==> src/rtl/mem_arbiter.sv <==
// Two-port arbiter for the single LC-3 memory port: CPU has priority, debug/loader
// port is guaranteed service by a starvation counter. Reads wait MEM_LAT cycles.
module mem_arbiter #(
   parameter int unsigned ADDR_W   = 16,
   parameter int unsigned DATA_W   = 16,
   parameter int unsigned MEM_LAT  = 1,
   parameter int unsigned MAX_WAIT = 4
) (
   input  logic              clk,
   input  logic              resetN,
   input  logic              cpuReq,
   input  logic              cpuWE,
   input  logic [ADDR_W-1:0] cpuAddr,
   input  logic [DATA_W-1:0] cpuWData,
   output logic              cpuGnt,
   output logic              cpuRValid,
   output logic [DATA_W-1:0] cpuRData,
   input  logic              dbgReq,
   input  logic              dbgWE,
   input  logic [ADDR_W-1:0] dbgAddr,
   input  logic [DATA_W-1:0] dbgWData,
   output logic              dbgGnt,
   output logic              dbgRValid,
   output logic [DATA_W-1:0] dbgRData,
   output logic              memEn,
   output logic              memWE,
   output logic [ADDR_W-1:0] memAddr,
   output logic [DATA_W-1:0] memWData,
   input  logic [DATA_W-1:0] memRData
);

   localparam int unsigned CNT_W    = 2;
   localparam int unsigned STARVE_W = 4;

   typedef enum logic [1:0] {
      S_IDLE    = 2'd0,
      S_RD_WAIT = 2'd1,
      S_RESP    = 2'd2
   } state_t;

   state_t              r_state;
   logic [CNT_W-1:0]    r_wait_cnt;
   logic [STARVE_W-1:0] r_starve_cnt;
   logic                r_owner_dbg;
   logic                r_cpu_rvalid;
   logic                r_dbg_rvalid;
   logic [DATA_W-1:0]   r_cpu_rdata;
   logic [DATA_W-1:0]   r_dbg_rdata;

   logic                w_cpu_win;
   logic                w_dbg_win;
   logic                w_starved;

   assign w_starved = (r_starve_cnt == STARVE_W'(MAX_WAIT));

   // Same-cycle arbitration; nothing is granted outside IDLE or while in reset
   always_comb begin
      w_cpu_win = 1'b0;
      w_dbg_win = 1'b0;
      if (r_state == S_IDLE && resetN) begin
         if (dbgReq && (!cpuReq || w_starved)) begin
            w_dbg_win = 1'b1;
         end else if (cpuReq) begin
            w_cpu_win = 1'b1;
         end
      end
   end

   // Memory-side mux; fields are zero whenever no access is strobed
   always_comb begin
      memWE    = 1'b0;
      memAddr  = '0;
      memWData = '0;
      if (w_cpu_win) begin
         memWE    = cpuWE;
         memAddr  = cpuAddr;
         memWData = cpuWData;
      end else if (w_dbg_win) begin
         memWE    = dbgWE;
         memAddr  = dbgAddr;
         memWData = dbgWData;
      end
   end

   assign cpuGnt    = w_cpu_win;
   assign dbgGnt    = w_dbg_win;
   assign memEn     = w_cpu_win | w_dbg_win;
   assign cpuRValid = r_cpu_rvalid;
   assign dbgRValid = r_dbg_rvalid;
   assign cpuRData  = r_cpu_rdata;
   assign dbgRData  = r_dbg_rdata;

   always_ff @(posedge clk or negedge resetN) begin
      if (!resetN) begin
         r_state      <= S_IDLE;
         r_wait_cnt   <= '0;
         r_starve_cnt <= '0;
         r_owner_dbg  <= 1'b0;
         r_cpu_rvalid <= 1'b0;
         r_dbg_rvalid <= 1'b0;
         r_cpu_rdata  <= '0;
         r_dbg_rdata  <= '0;
      end else begin
         r_cpu_rvalid <= 1'b0;
         r_dbg_rvalid <= 1'b0;

         // Starvation count only grows while the debug port is actually waiting
         if (!dbgReq || w_dbg_win) begin
            r_starve_cnt <= '0;
         end else if (w_cpu_win && !w_starved) begin
            r_starve_cnt <= r_starve_cnt + STARVE_W'(1);
         end

         case (r_state)
            S_IDLE: begin
               if (memEn && !memWE) begin
                  r_owner_dbg <= w_dbg_win;
                  r_wait_cnt  <= CNT_W'(MEM_LAT - 1);
                  r_state     <= S_RD_WAIT;
               end
            end
            S_RD_WAIT: begin
               if (r_wait_cnt == '0) begin
                  if (r_owner_dbg) begin
                     r_dbg_rdata  <= memRData;
                     r_dbg_rvalid <= 1'b1;
                  end else begin
                     r_cpu_rdata  <= memRData;
                     r_cpu_rvalid <= 1'b1;
                  end
                  r_state <= S_RESP;
               end else begin
                  r_wait_cnt <= r_wait_cnt - CNT_W'(1);
               end
            end
            S_RESP:  r_state <= S_IDLE;
            default: r_state <= S_IDLE;
         endcase
      end
   end

endmodule
==> config.mk <==
export PLATFORM = sky130hd
export DESIGN_NAME = mem_arbiter
export DESIGN_NICKNAME = d
export VERILOG_FILES = /design/src/rtl/mem_arbiter.sv
export SDC_FILE = /design/constraint.sdc
export NUM_CORES = 1
export LEC_CHECK = 0
export CORE_UTILIZATION = 25
export CTS_CLUSTER_SIZE = 8
export DETAILED_ROUTE_END_ITERATION = 8
export HOLD_SLACK_MARGIN = 0.06
export SYNTH_ARGS = -nofsm -noshare
export SYNTH_HDL_FRONTEND = slang
export SYNTH_SLANG_ARGS = --single-unit
==> constraint.sdc <==
create_clock -name clk -period 2.5 [get_ports clk]
set_input_delay 0.5 -clock clk [delete_from_list [all_inputs] [get_ports clk]]
set_output_delay 0.5 -clock clk [all_outputs]
set_load 0.01 [all_outputs]
==> results of run 1 <==
-- flip-flops by register name, summed over array words and instances, names as in the netlist --
signal / flops
cpuRData: 16
dbgRData: 16
r_starve_cnt: 4
r_state: 2
r_wait_cnt: 2
cpuRValid: 1
dbgRValid: 1
r_owner_dbg: 1
-- logic make-up (layout without fill, tap and decap cells) --
kind of cell	after synthesis	after routing	synth area share
and+or+nand+nor	91	91	0.191
AOI/OAI and AO/OA	53	53	0.125
DFF	43	43	0.458
muxes	32	32	0.153
buffers and inverters	26	195	0.0569
adders and majority gates	3	3	0.0160
-- layer usage --
metal  track usage  up-vias  routed length (µm)
met5             0        -                   0
met4        0.0769        0                 270
met3        0.0482       20                 656
met2         0.278      124                3750
met1         0.187     1147                3060
li1              -     1213                   -
-- power by group through the flow --
stage	clock network, W	logic [W]	registers (W)
CTS	0.000458	0.00129	0.00108
global placement	0	0.00129	0.00109
detailed placement	0	0.00130	0.00110
floorplan	0	0.000353	0.00122
global route	0.000488	0.00136	0.00112
finish	0.000431	0.00127	0.00108
-- worst max-delay path: stages --
cell and delay [ns]:
dlygate4sd2_1 0.33, inv_1 0.12, o21ai_4 0.28, buf_16 0.19, nand2_1 0.06, a21oi_1 0.12, dlygate4sd2_1 0.28
-- stage by stage --
step | cells | setup WS, ns | setup TNS [ns]
2_1_floorplan | 248 | 0.511 | 0
6_report | 528 | 0.100 | 0
3_5_place_dp | 519 | -0.510 | -11.37
4_1_cts | 527 | -0.182 | -0.182
3_3_place_gp | 519 | -0.484 | -10.48
5_1_grt | 528 | -0.0550 | -0.201
-- area by class of cell --
| cell class | instances | area [µm²] | area share |
|---|---|---|---|
| clock buffers | 6 | 82.6 | 0.0195 |
| clock inverters | 1 | 5.00 | 0.00118 |
| inverters | 8 | 30.0 | 0.00710 |
| multi-input cells | 179 | 1160 | 0.275 |
| flip-flops and latches | 43 | 1080 | 0.254 |
| well taps | 111 | 139 | 0.0328 |
| repair buffers | 180 | 1730 | 0.410 |
-- repair_timing --
| action | CTS | global route |
|---|---|---|
| setup endpoints to repair | 36 | 31 |
| resized for setup | 45 | 29 |
| pin swaps | 0 | 0 |
| hold buffers | 0 | 0 |
| cloned | 1 | 1 |
-- worst min-delay path by stage --
stage / start / to / slack (ns) / depth (start not counted)
5_1_grt: resetN / r_owner_dbg$_DFFE_PN0P_ / 0.45 / 3
4_1_cts: resetN / dbgRData[3]$_DFFE_PN0P_ / 0.42 / 3
2_1_floorplan: resetN / cpuRData[0]$_DFFE_PN0P_ / 0.20 / 0
3_5_place_dp: cpuRData[14]$_DFFE_PN0P_ / cpuRData[14]$_DFFE_PN0P_ / 0.47 / 1
6_report: resetN / r_wait_cnt[0]$_DFFE_PN0P_ / 0.40 / 3
3_3_place_gp: cpuRData[14]$_DFFE_PN0P_ / cpuRData[14]$_DFFE_PN0P_ / 0.47 / 1
-- cells in the final DEF (no fill, tap or decap), drive strengths merged, types with 2 or more instances in the layout --
cell type        n
a21oi           37
buf             25
clkbuf          19
clkdlybuf4s15    5
clkdlybuf4s50  116
dfrtp           43
dlygate4sd2     20
ha               3
inv              8
mux2            32
nand2           38
nand3           36
nand4b           2
nor2             4
nor3             2
nor3b            2
o211ai           2
o21ai            8
==> results.cfg, run 1 <==
[synth]
yosys-top-cells-area = dfrtp_1 46%, mux2_2 14%, a21oi_1 7.9%
synth_ff_type = dfrtp_1
syn_nets = 337
ys_seq_area_frac = 0.458
yosys.area.top_type = dfrtp_1
synth_edf_count = 0
ys_ff_latch = 43
synth.most_common_cell = dfrtp_1
yosys_warnings = 0
syn_inst = 248
synth_commonest_cells = 43 x dfrtp_1, 37 x a21oi_1, 37 x nand2_1, 36 x nand3_1, 29 x mux2_2
syn_avg_cell_area_um2 = 9.48
async_flop_share = 1.00
synthesis.area_mm2 = 0.00235
synth_top_area_frac = 0.458
synth_cell_types = 35

[grt]
grt_util_all_layers = 0.163
grt_pass1_wl_um = 12700
antenna_found_initial = 0
grt_overflow = 0
grt_pass1_vias = 2560
grt_max_degree = 45

[timing]
fin_worst_skew_ns = 0.0100
holdWs_ns = 0.396
rsz0062_at_grt = true
hold_viol_final = 0
setup_viol = 0
maxSlewHeadroom = 0.634
finalCritPeriodShare = 0.960
finalMaxSlewViolations = 0
min_period_ns = 2.40
max_freq_mhz = 417
worst_pin_slew_ns = 0.548

[power]
p_per_area_mw_per_mm2 = 658
power_frac_comb = 0.457
switchingPower_w = 0.000796
fin_total_pwr_w = 0.00278
clkPwrFrac = 0.155
intPower_w = 0.00199
switching_share = 0.286
p_seq_frac = 0.387
vdd_ir_drop_max_mv = 0.258
p_leak_nw = 1.83

[setup_path]
rr_endpoint = r_wait_cnt[1]$_DFFE_PN0P_
arrival_ns = 1.90
reg2reg_depth = 8
path_max_fanout = 17
reg2reg_from = r_starve_cnt[0]$_DFFE_PN0P_
critical_path_required_ns = 2.00
endpoint = memWData[1]
critPathLaunch = dbgReq
crit_path_start_kind = input pin
critPathKind = input pin to primary output
cp-end-kind = primary output
worst-r2r-setup-slack_ns = 0.67

[clock_tree]
post_cts.repair.setup_buffers = 0
cts_buffers = 5
cts-htree-levels = 2
cts_tree = done
path_clk_slew_ns = 0.08
clkSinkCount = 43
cts-root-buf = clkbuf_8
worstSkewPairLatency_ns = 0.29
clockBufferDepth = 2

[final_layout]
drive_above_1_share = 0.194
stdcell_area_mm2 = 0.00423
fill_cells = 908
antenna_cells = 0
num-nets-final = 506
area_delta_synth_final_pct = 79.9
final_util = 0.462

[placement]
postPlaceCellArea_mm2 = 0.00414
io_buffers = 155
gp_congestion = 0.786
dp_hpwl_um = 5820

[floorplan]
die_h_um = 99.0
initial_utilization = 0.257
fp.coreArea_mm2 = 0.00915
dieArea_mm2 = 0.00980
io_pins = 156
num_rows = 35
die-width_um = 99.0

[routing]
first_pass_iters = 6
drc = 0
drtAntennaViolNets = 0
routedWlPerCell_um = 14.7
routed_wl_um = 7740
drtIter0Drc = 60
vias = 2504
routed_via_density = 4.74

[outcome]
status = complete, no violations

[run]
drv_cap = 0

[hold_path]
hold_path.class = input pin to asynchronous set/reset pin
No activity file was read; power rests on OpenSTA's default activity.
==> run 2: changes to the inputs <==
--- a/config.mk
+++ b/config.mk
@@ -6,8 +6,10 @@
 export NUM_CORES = 1
 export LEC_CHECK = 0
 export CORE_UTILIZATION = 25
+export CTS_BUF_LIST = sky130_fd_sc_hd__clkbuf_8
 export CTS_CLUSTER_SIZE = 8
 export DETAILED_ROUTE_END_ITERATION = 8
+export DONT_BUFFER_PORTS = 1
 export HOLD_SLACK_MARGIN = 0.06
 export SYNTH_ARGS = -nofsm -noshare
 export SYNTH_HDL_FRONTEND = slang
==> run 2 against run 1 <==
  * Flip-flop and latch count unchanged
  * Setup slack worse by 0.013 ns
  * Count of clock-buffer cells in the layout down 1
  * Sequential share of layout area up 13 points
  * Clock power down 3%
  * Global-route usage down 3.5 points
  * Hold slack worse by 0.047 ns
  * Fmax down 0.54%
  * Routed wire length down 13%
  * First-iteration DRC count up 18%
  * Highest routed layer unchanged
==> results.cfg, run 2 (synthesized netlist as in run 1, its figures left out) <==
[floorplan]
io_pins = 156
initial_utilization = 0.257
fp.coreArea_mm2 = 0.00915
die-width_um = 99.0
die_h_um = 99.0
num_rows = 35
dieArea_mm2 = 0.00980

[timing]
rsz0062_at_grt = false
maxSlewHeadroom = 0.695
max_freq_mhz = 414
hold_viol_final = 0
min_period_ns = 2.41
setup_viol = 0
fin_tns_setup_ns = 0
fin_worst_skew_ns = 0.0145
finalCritPeriodShare = 0.965
worst_pin_slew_ns = 0.458
finalMaxSlewViolations = 0

[clock_tree]
post_cts.repair.setup_buffers = 0
path_clk_slew_ns = 0.09
cts-root-buf = clkbuf_8
clkSinkCount = 43
clockBufferDepth = 2
worstSkewPairLatency_ns = 0.29
cts_buffers = 5
cts_tree = done
cts-htree-levels = 2

[outcome]
status = complete, no violations

[setup_path]
slowest_stage = dfrtp_1
critPathMaxStageDelay_ns = 0.42
arrival_ns = 1.91
path_max_fanout = 36
crit_path_start_kind = flop
critPathKind = flop to primary output
critical_path_required_ns = 2.00
cp-end-kind = primary output
path_cells = inv_1 -> ha_1 -> nand4b_4 -> buf_12 -> nand3_1 -> a21oi_2 -> buf_4

[power]
clkPwrFrac = 0.197
p_per_area_mw_per_mm2 = 756
vdd_ir_drop_max_mv = 0.209
p_seq_frac = 0.590
intPower_w = 0.00141
switching_share = 0.336
switchingPower_w = 0.000713
p_leak_nw = 1.17
power_frac_comb = 0.213

[hold_path]
hold_path.class = input pin to flop

[run]
drv_cap = 0

[routing]
drc = 0
drtIter0Drc = 71
vias = 2020
first_pass_iters = 5
routedWlPerCell_um = 17.5
routed_wl_um = 6700
drtAntennaViolNets = 0
routed_via_density = 5.29

[final_layout]
num-nets-final = 358
stdcell_area_mm2 = 0.00280
area_delta_synth_final_pct = 19.2
drive_above_1_share = 0.285
mostFrequentLayoutCell = dfrtp_1
final_cell_mix = 43 x dfrtp_1, 37 x nand2_1, 36 x nand3_1

[grt]
grt_pass1_wl_um = 9670
antenna_found_initial = 1
grt_pass1_vias = 1876
grt_overflow = 0
grt_max_degree = 44
grt_util_all_layers = 0.128

[placement]
postPlaceCellArea_mm2 = 0.00260
dp_hpwl_um = 4710
io_buffers = 0
gp_congestion = 0.788
run 2: changes by cell type in the layout (fill, tap and decap cells not counted), moves of 2 or more:
cell	delta
clkdlybuf4s50_1	-116
dlygate4sd2_1	-20
clkbuf_2	-12
buf_4	+9
clkdlybuf4s15_1	-5
a21oi_1	-4
a21oi_2	+4
buf_12	-2
buf_6	-2
inv_1	+2
o21ai_4	+2
run 2: through the flow:
step	utilization	hold WS, ns	worst slack, ns	power, W	instances
after global routing	0.306	0.335	0.00489	0.00225	382
after CTS	0.298	0.335	0.0275	0.00214	379
final	0.306	0.350	0.0872	0.00212	382
after detailed placement	0.284	0.205	0.0823	0.00169	369
after floorplan	-	0.204	0.511	0.00157	248
after global placement	0.284	0.205	0.103	0.00167	369
run 2: area by class of cell:
| cell class | instances | area [µm²] |
|---|---|---|
| diodes | 1 | 2.50 |
| clock buffers | 5 | 68.8 |
| clock inverters | 3 | 12.5 |
| fillers | 920 | 6350 |
| inverters | 8 | 30.0 |
| multi-input cells | 181 | 1210 |
| flip-flops and latches | 43 | 1080 |
| well taps | 111 | 139 |
| repair buffers | 30 | 260 |
run 2: path summary, 6_finish.rpt:
| check | start | endpoint | cells after the start | slack, ns |
|---|---|---|---|---|
| min in group asynchronous | resetN | dbgRData[8]$_DFFE_PN0P_ | 2 | 0.72 |
| min reg2reg | r_wait_cnt[0]$_DFFE_PN0P_ | r_wait_cnt[0]$_DFFE_PN0P_ | 1 | 0.55 |
| max in group asynchronous | resetN | cpuRData[0]$_DFFE_PN0P_ | 2 | 1.57 |
| max | r_starve_cnt[0]$_DFFE_PN0P_ | memWData[15] | 7 | 0.09 |
| max reg2reg | r_starve_cnt[0]$_DFFE_PN0P_ | r_wait_cnt[1]$_DFFE_PN0P_ | 8 | 0.47 |
| min | dbgReq | r_starve_cnt[0]$_DFFE_PN0P_ | 1 | 0.35 |
run 2: timing repair:
item	in CTS	in global routing
endpoints found under the setup margin	22	24
cloned	0	2
endpoints found under the hold margin	43	0
hold buffers	2	0
gates resized for setup	2	11
run 2: layer usage:
metal  track usage  part of all wire  vias to the layer above
li1              -                 -                      916
met1         0.142              0.38                      978
met2         0.235              0.52                      118
met3        0.0291             0.073                        8
met4        0.0494             0.022                        0
met5             0                 0                        -
run 2: power by group through the flow:
stage / Sequential (W) / Clock [W] / Combinational (W)
finish: 0.00125 / 0.000418 / 0.000450
CTS: 0.00125 / 0.000440 / 0.000447
floorplan: 0.00122 / 0 / 0.000353
global route: 0.00128 / 0.000467 / 0.000499
global placement: 0.00126 / 0 / 0.000413
detailed placement: 0.00127 / 0 / 0.000425
run 2: worst max-delay path: cells and delay by family, from the launching register on:
kind,cells,cell delay [ns]
fa+ha+maj,1,0.24
simple gates,2,0.36
buf+inv,3,0.41
compound gates,1,0.18
flops,1,0.42
==> run 3: changes to the inputs <==
--- a/config.mk
+++ b/config.mk
@@ -11,6 +11,7 @@
 export DETAILED_ROUTE_END_ITERATION = 8
 export DONT_BUFFER_PORTS = 1
 export HOLD_SLACK_MARGIN = 0.06
+export RECOVER_POWER = 100
 export SYNTH_ARGS = -nofsm -noshare
 export SYNTH_HDL_FRONTEND = slang
 export SYNTH_SLANG_ARGS = --single-unit
==> run 3 against run 2 <==
  * Combinational power down 4%
  * Count of clock-buffer cells in the layout unchanged
  * Hold slack improved by 0.0022 ns
  * Register-to-register slack worse by 0.07 ns
  * Utilization shrank 0.90 points
  * Clock power about the same
  * Via count rose by 0.59%
  * Die area is the same
  * Critical path depth stayed put
  * Global-route usage unchanged
  * Clock skew shrank 0.00053 ns
  * Routed wire length about the same
==> results.cfg, run 3 (synthesized netlist as in run 1, its figures left out) <==
[routing]
routed_wl_um = 6700
drc = 0
first_pass_iters = 4
drtIter0Drc = 70
routed_via_density = 5.31
vias = 2032
routedWlPerCell_um = 17.5
drtAntennaViolNets = 0

[setup_path]
rr_endpoint = dbgRData[14]$_DFFE_PN0P_
reg2reg_depth = 5
reg2reg_from = r_wait_cnt[0]$_DFFE_PN0P_
path_max_fanout = 36
crit_path_start_kind = flop
critPathLaunch = r_starve_cnt[0]$_DFFE_PN0P_
arrival_ns = 1.94
cp-end-kind = primary output
path_cells = inv_1 -> ha_1 -> nand4b_4 -> buf_12 -> nand3_1 -> a21oi_1 -> clkbuf_4
slowest_stage = dfrtp_1
critPathKind = flop to primary output
critical_path_required_ns = 2.00
worst-r2r-setup-slack_ns = 0.40
critPathMaxStageDelay_ns = 0.41
endpoint = memWData[1]

[timing]
setup_viol = 0
holdWs_ns = 0.352
min_period_ns = 2.44
max_freq_mhz = 411
worst_pin_slew_ns = 1.07
fin_tns_setup_ns = 0
setup_ws_ns = 0.0642
hold_viol_final = 0
finalMaxSlewViolations = 0
maxSlewHeadroom = 0.289
rsz0062_at_grt = false
finalCritPeriodShare = 0.974
fin_worst_skew_ns = 0.0140

[grt]
antenna_found_initial = 1
grt_util_all_layers = 0.128
grt_max_degree = 44
grt_pass1_wl_um = 9670
grt_overflow = 0
grt_pass1_vias = 1876

[placement]
dp_hpwl_um = 4710
place_ws_ns = 0.0823
gp_congestion = 0.788
io_buffers = 0

[final_layout]
final_util = 0.297
area_delta_synth_final_pct = 15.6
num-nets-final = 358
drive_above_1_share = 0.237
mostFrequentLayoutCell = dfrtp_1
fill_cells = 941
final_cell_mix = 43 x dfrtp_1, 38 x nand2_1, 36 x nand3_1

[hold_path]
hold_path.class = input pin to flop

[floorplan]
num_rows = 35
die_h_um = 99.0
io_pins = 156
fp.coreArea_mm2 = 0.00915
die-width_um = 99.0
initial_utilization = 0.257
dieArea_mm2 = 0.00980

[clock_tree]
post_cts.repair.setup_buffers = 0
cts-root-buf = clkbuf_8
path_clk_slew_ns = 0.09
clkSinkCount = 43
cts-htree-levels = 2
cts_tree = done
clockBufferDepth = 2
cts_buffers = 5
worstSkewPairLatency_ns = 0.29

[power]
p_leak_nw = 1.11
fin_total_pwr_w = 0.00210
p_per_area_mw_per_mm2 = 772
vdd_ir_drop_max_mv = 0.208

[outcome]
status = complete, no violations

[run]
drv_cap = 0
## run 3: power by group
| part | total [W] | switching [W] | internal [W] |
|---|---|---|---|
| combinational | 0.000433 | 0.000188 | 0.000245 |
| sequential | 0.00125 | 0.000291 | 0.000958 |
| clock | 0.000418 | 0.000230 | 0.000188 |
## run 3: what timing repair did
action,CTS,global route
hold buffers,2,0
endpoints found under the setup margin,22,24
gates resized for setup,2,11
gates cloned,0,2
endpoints found under the hold margin,43,0
## run 3: per-stage QoR
step                cells  area (µm²)
floorplan             248        2350
global placement      369        2600
detailed placement    369        2600
CTS                   379        2730
global route          382        2720
finish                383        2720
## run 3: worst max-delay path: cells and delay by family (launching register included)
family	cells	cell delay [ns]
buffers and inverters	3	0.47
AND/OR/NAND/NOR	2	0.28
flip-flops	1	0.41
AO/OA/AOI/OAI	1	0.22
adder cells (fa/ha/maj)	1	0.24
## run 3: how the worst min path moves through the flow
| stage | start | to | cells after the start |
|---|---|---|---|
| floorplan | resetN | cpuRData[0]$_DFFE_PN0P_ | 0 |
| global placement | resetN | dbgRData[2]$_DFFE_PN0P_ | 0 |
| detailed placement | resetN | cpuRData[2]$_DFFE_PN0P_ | 0 |
| CTS | dbgReq | r_starve_cnt[0]$_DFFE_PN0P_ | 1 |
| global route | memRData[6] | dbgRData[6]$_DFFE_PN0P_ | 1 |
| finish | dbgReq | r_starve_cnt[0]$_DFFE_PN0P_ | 1 |
## run 3: final cells by class
type / instances / area (µm²) / share of cell area
flip-flops and latches: 43 / 1080 / 0.396
diodes: 2 / 5.00 / 0.00184
multi-input cells: 181 / 1190 / 0.438
well taps: 111 / 139 / 0.0511
inverters: 8 / 30.0 / 0.0110
clock inverters: 3 / 12.5 / 0.00460
clock buffers: 5 / 68.8 / 0.0253
repair buffers: 30 / 196 / 0.0723
## run 3: per-layer routing
| layer | global-route usage | up-vias | share of wire |
|---|---|---|---|
| met3 | 0.0291 | 10 | 0.076 |
| met1 | 0.142 | 979 | 0.38 |
| li1 | - | 918 | - |
| met4 | 0.0494 | 0 | 0.026 |
| met2 | 0.235 | 125 | 0.52 |
| met5 | 0 | - | 0 |
==> RTL edit (config.mk and constraints of run 3) <==
Register the output `dbgRData` once more, with the module's reset; this adds one clock of latency there. The other outputs are not delayed to match.
--- a/src/rtl/mem_arbiter.sv
+++ b/src/rtl/mem_arbiter.sv
@@ -90,3 +90,9 @@
    assign cpuRData  = r_cpu_rdata;
-   assign dbgRData  = r_dbg_rdata;
+   always_ff @(posedge clk or negedge resetN) begin
+      if (!resetN) begin
+         dbgRData <= '0;
+      end else begin
+         dbgRData <= r_dbg_rdata;
+      end
+   end
 
Behaviour: not the same (a bounded check fails within 4 cycles, from zero or initial values and one cycle with resetN low).
==> RTL edit against run 3 <==
- worst setup slack gained 0.087 ns
- critical path type unchanged
- design area up 13%
- combinational power is 8.8% lower
- core utilization barely moved
- via count down 3.2%
- synthesized cell count is 4.8% higher
- final cell count increased by 6.0%
- power grew 39%
- hold slack worse by 0.053 ns
- wire length fell by 13%
- synthesized area rose by 14%
- sequential cell count increased by 16
- largest cell class is now sequential cells
==> RTL edit: results (changes against run 3) <==
.. list-table::
   :header-rows: 1

   * - Metric
     - Value
   * - Commonest cells post-synth
     - dfrtp_1 (59), nand2_1 (41), a21oi_1 (38), nand3_1 (35), mux2_2 (23) (was dfrtp_1 (43), a21oi_1 (37), nand2_1 (37), nand3_1 (36), mux2_2 (29))
   * - Number of non-clock inverters
     - 7 (was 8)
   * - Global-route wire length before repair
     - 9270 um (was 9670 um)
   * - Result of the run
     - completed (unchanged)
   * - Number of standard cells in the final layout excluding fillers
     - 406 (was 383)
   * - Worst-case vdd ir drop
     - 318 uV (was 208 uV)
   * - Layout buffer count excluding clock buffers
     - 13 (was 30)
   * - Initial antenna violation count
     - 0 (was 1)
   * - Routed wire length per instance
     - 14.4 um (was 17.5 um)
   * - Worst-skew pair later-pin latency
     - 0.33 ns (was 0.29 ns)
   * - Max Clock Skew
     - 0.00996 ns (was 0.0140 ns)
   * - Power dissipated by switching net loads
     - 0.879 mW (was 0.708 mW)
   * - Total cell area at the placement stage
     - 2850 um2 (was 2600 um2)
   * - Compound-gate portion of the synthesized area
     - 8.98% (was 12.5%)
   * - Fill cells
     - 1,061 (was 941)
   * - Synth Net Count
     - 349 (was 337)
   * - Row count
     - 37 (was 35)
   * - Switching share of total power
     - 30.1% (was 33.7%)
   * - Logic depth of the worst register-to-register path
     - 6 (was 5)
   * - Sequential fraction of total cell area
     - 48.2% (was 39.6%)
   * - Capture point of the worst path
     - memAddr[12] (was memWData[1])
   * - Post-Place Setup Slack
     - 0.518 ns (was 0.0823 ns)
   * - Max Fanout on Critical Path
     - 19 (was 36)
   * - Pin count of the biggest net entering global routing
     - 60 (was 44)
   * - Sequential share of the synthesized area
     - 55.2% (was 45.8%)
   * - Adder-Cell Fraction of Synth Area
     - 1.40% (was 1.60%)
   * - Layout clock area frac
     - 6.62% (was 2.99%)
   * - Final hold slack
     - 0.299 ns (was 0.352 ns)
   * - Footprint of the multi-input gates
     - 1100 um2 (was 1190 um2)
   * - Cell types occupying the most area after synthesis
     - dfrtp_1 (55%), mux2_2 (9.7%), a21oi_1 (7.1%) (was dfrtp_1 (46%), mux2_2 (14%), a21oi_1 (7.9%))
   * - CTS Buf Count
     - 9 (was 5)
   * - Count of clock buffers in the final design
     - 10 (was 5)
==> RTL edit: cell types whose count changed after synthesis, sizes merged, moves of 2 or more <==
cell    delta
dfrtp     +16
clkbuf     -2
buf        +3
o21ai      -5
nand2      +3
o211ai     -2
a31oi      +2
==> RTL edit: timing repair <==
action | CTS | global route
setup buffers | 0 | 0
hold buffers | 2 | 0
hold endpoints to repair | 59 | 0
setup endpoints to repair | 0 | 2
gates resized for setup | 0 | 2
==> RTL edit: critical path, stage by stage, from the launching register on <==
cell and delay [ns]:
dfrtp_1 0.40, inv_1 0.08, ha_1 0.21, nand4b_1 0.14, buf_4 0.25, nand3_1 0.10
a21oi_1 0.19, buf_4 0.15
==> RTL edit: per-layer routing <==
layer,global-route usage [%],vias up,share of wire [%]
li1,-,914,-
met1,12.7,943,42
met5,0,-,0
met2,17.8,96,49
met3,3.09,13,6.8
met4,4.93,0,1.9
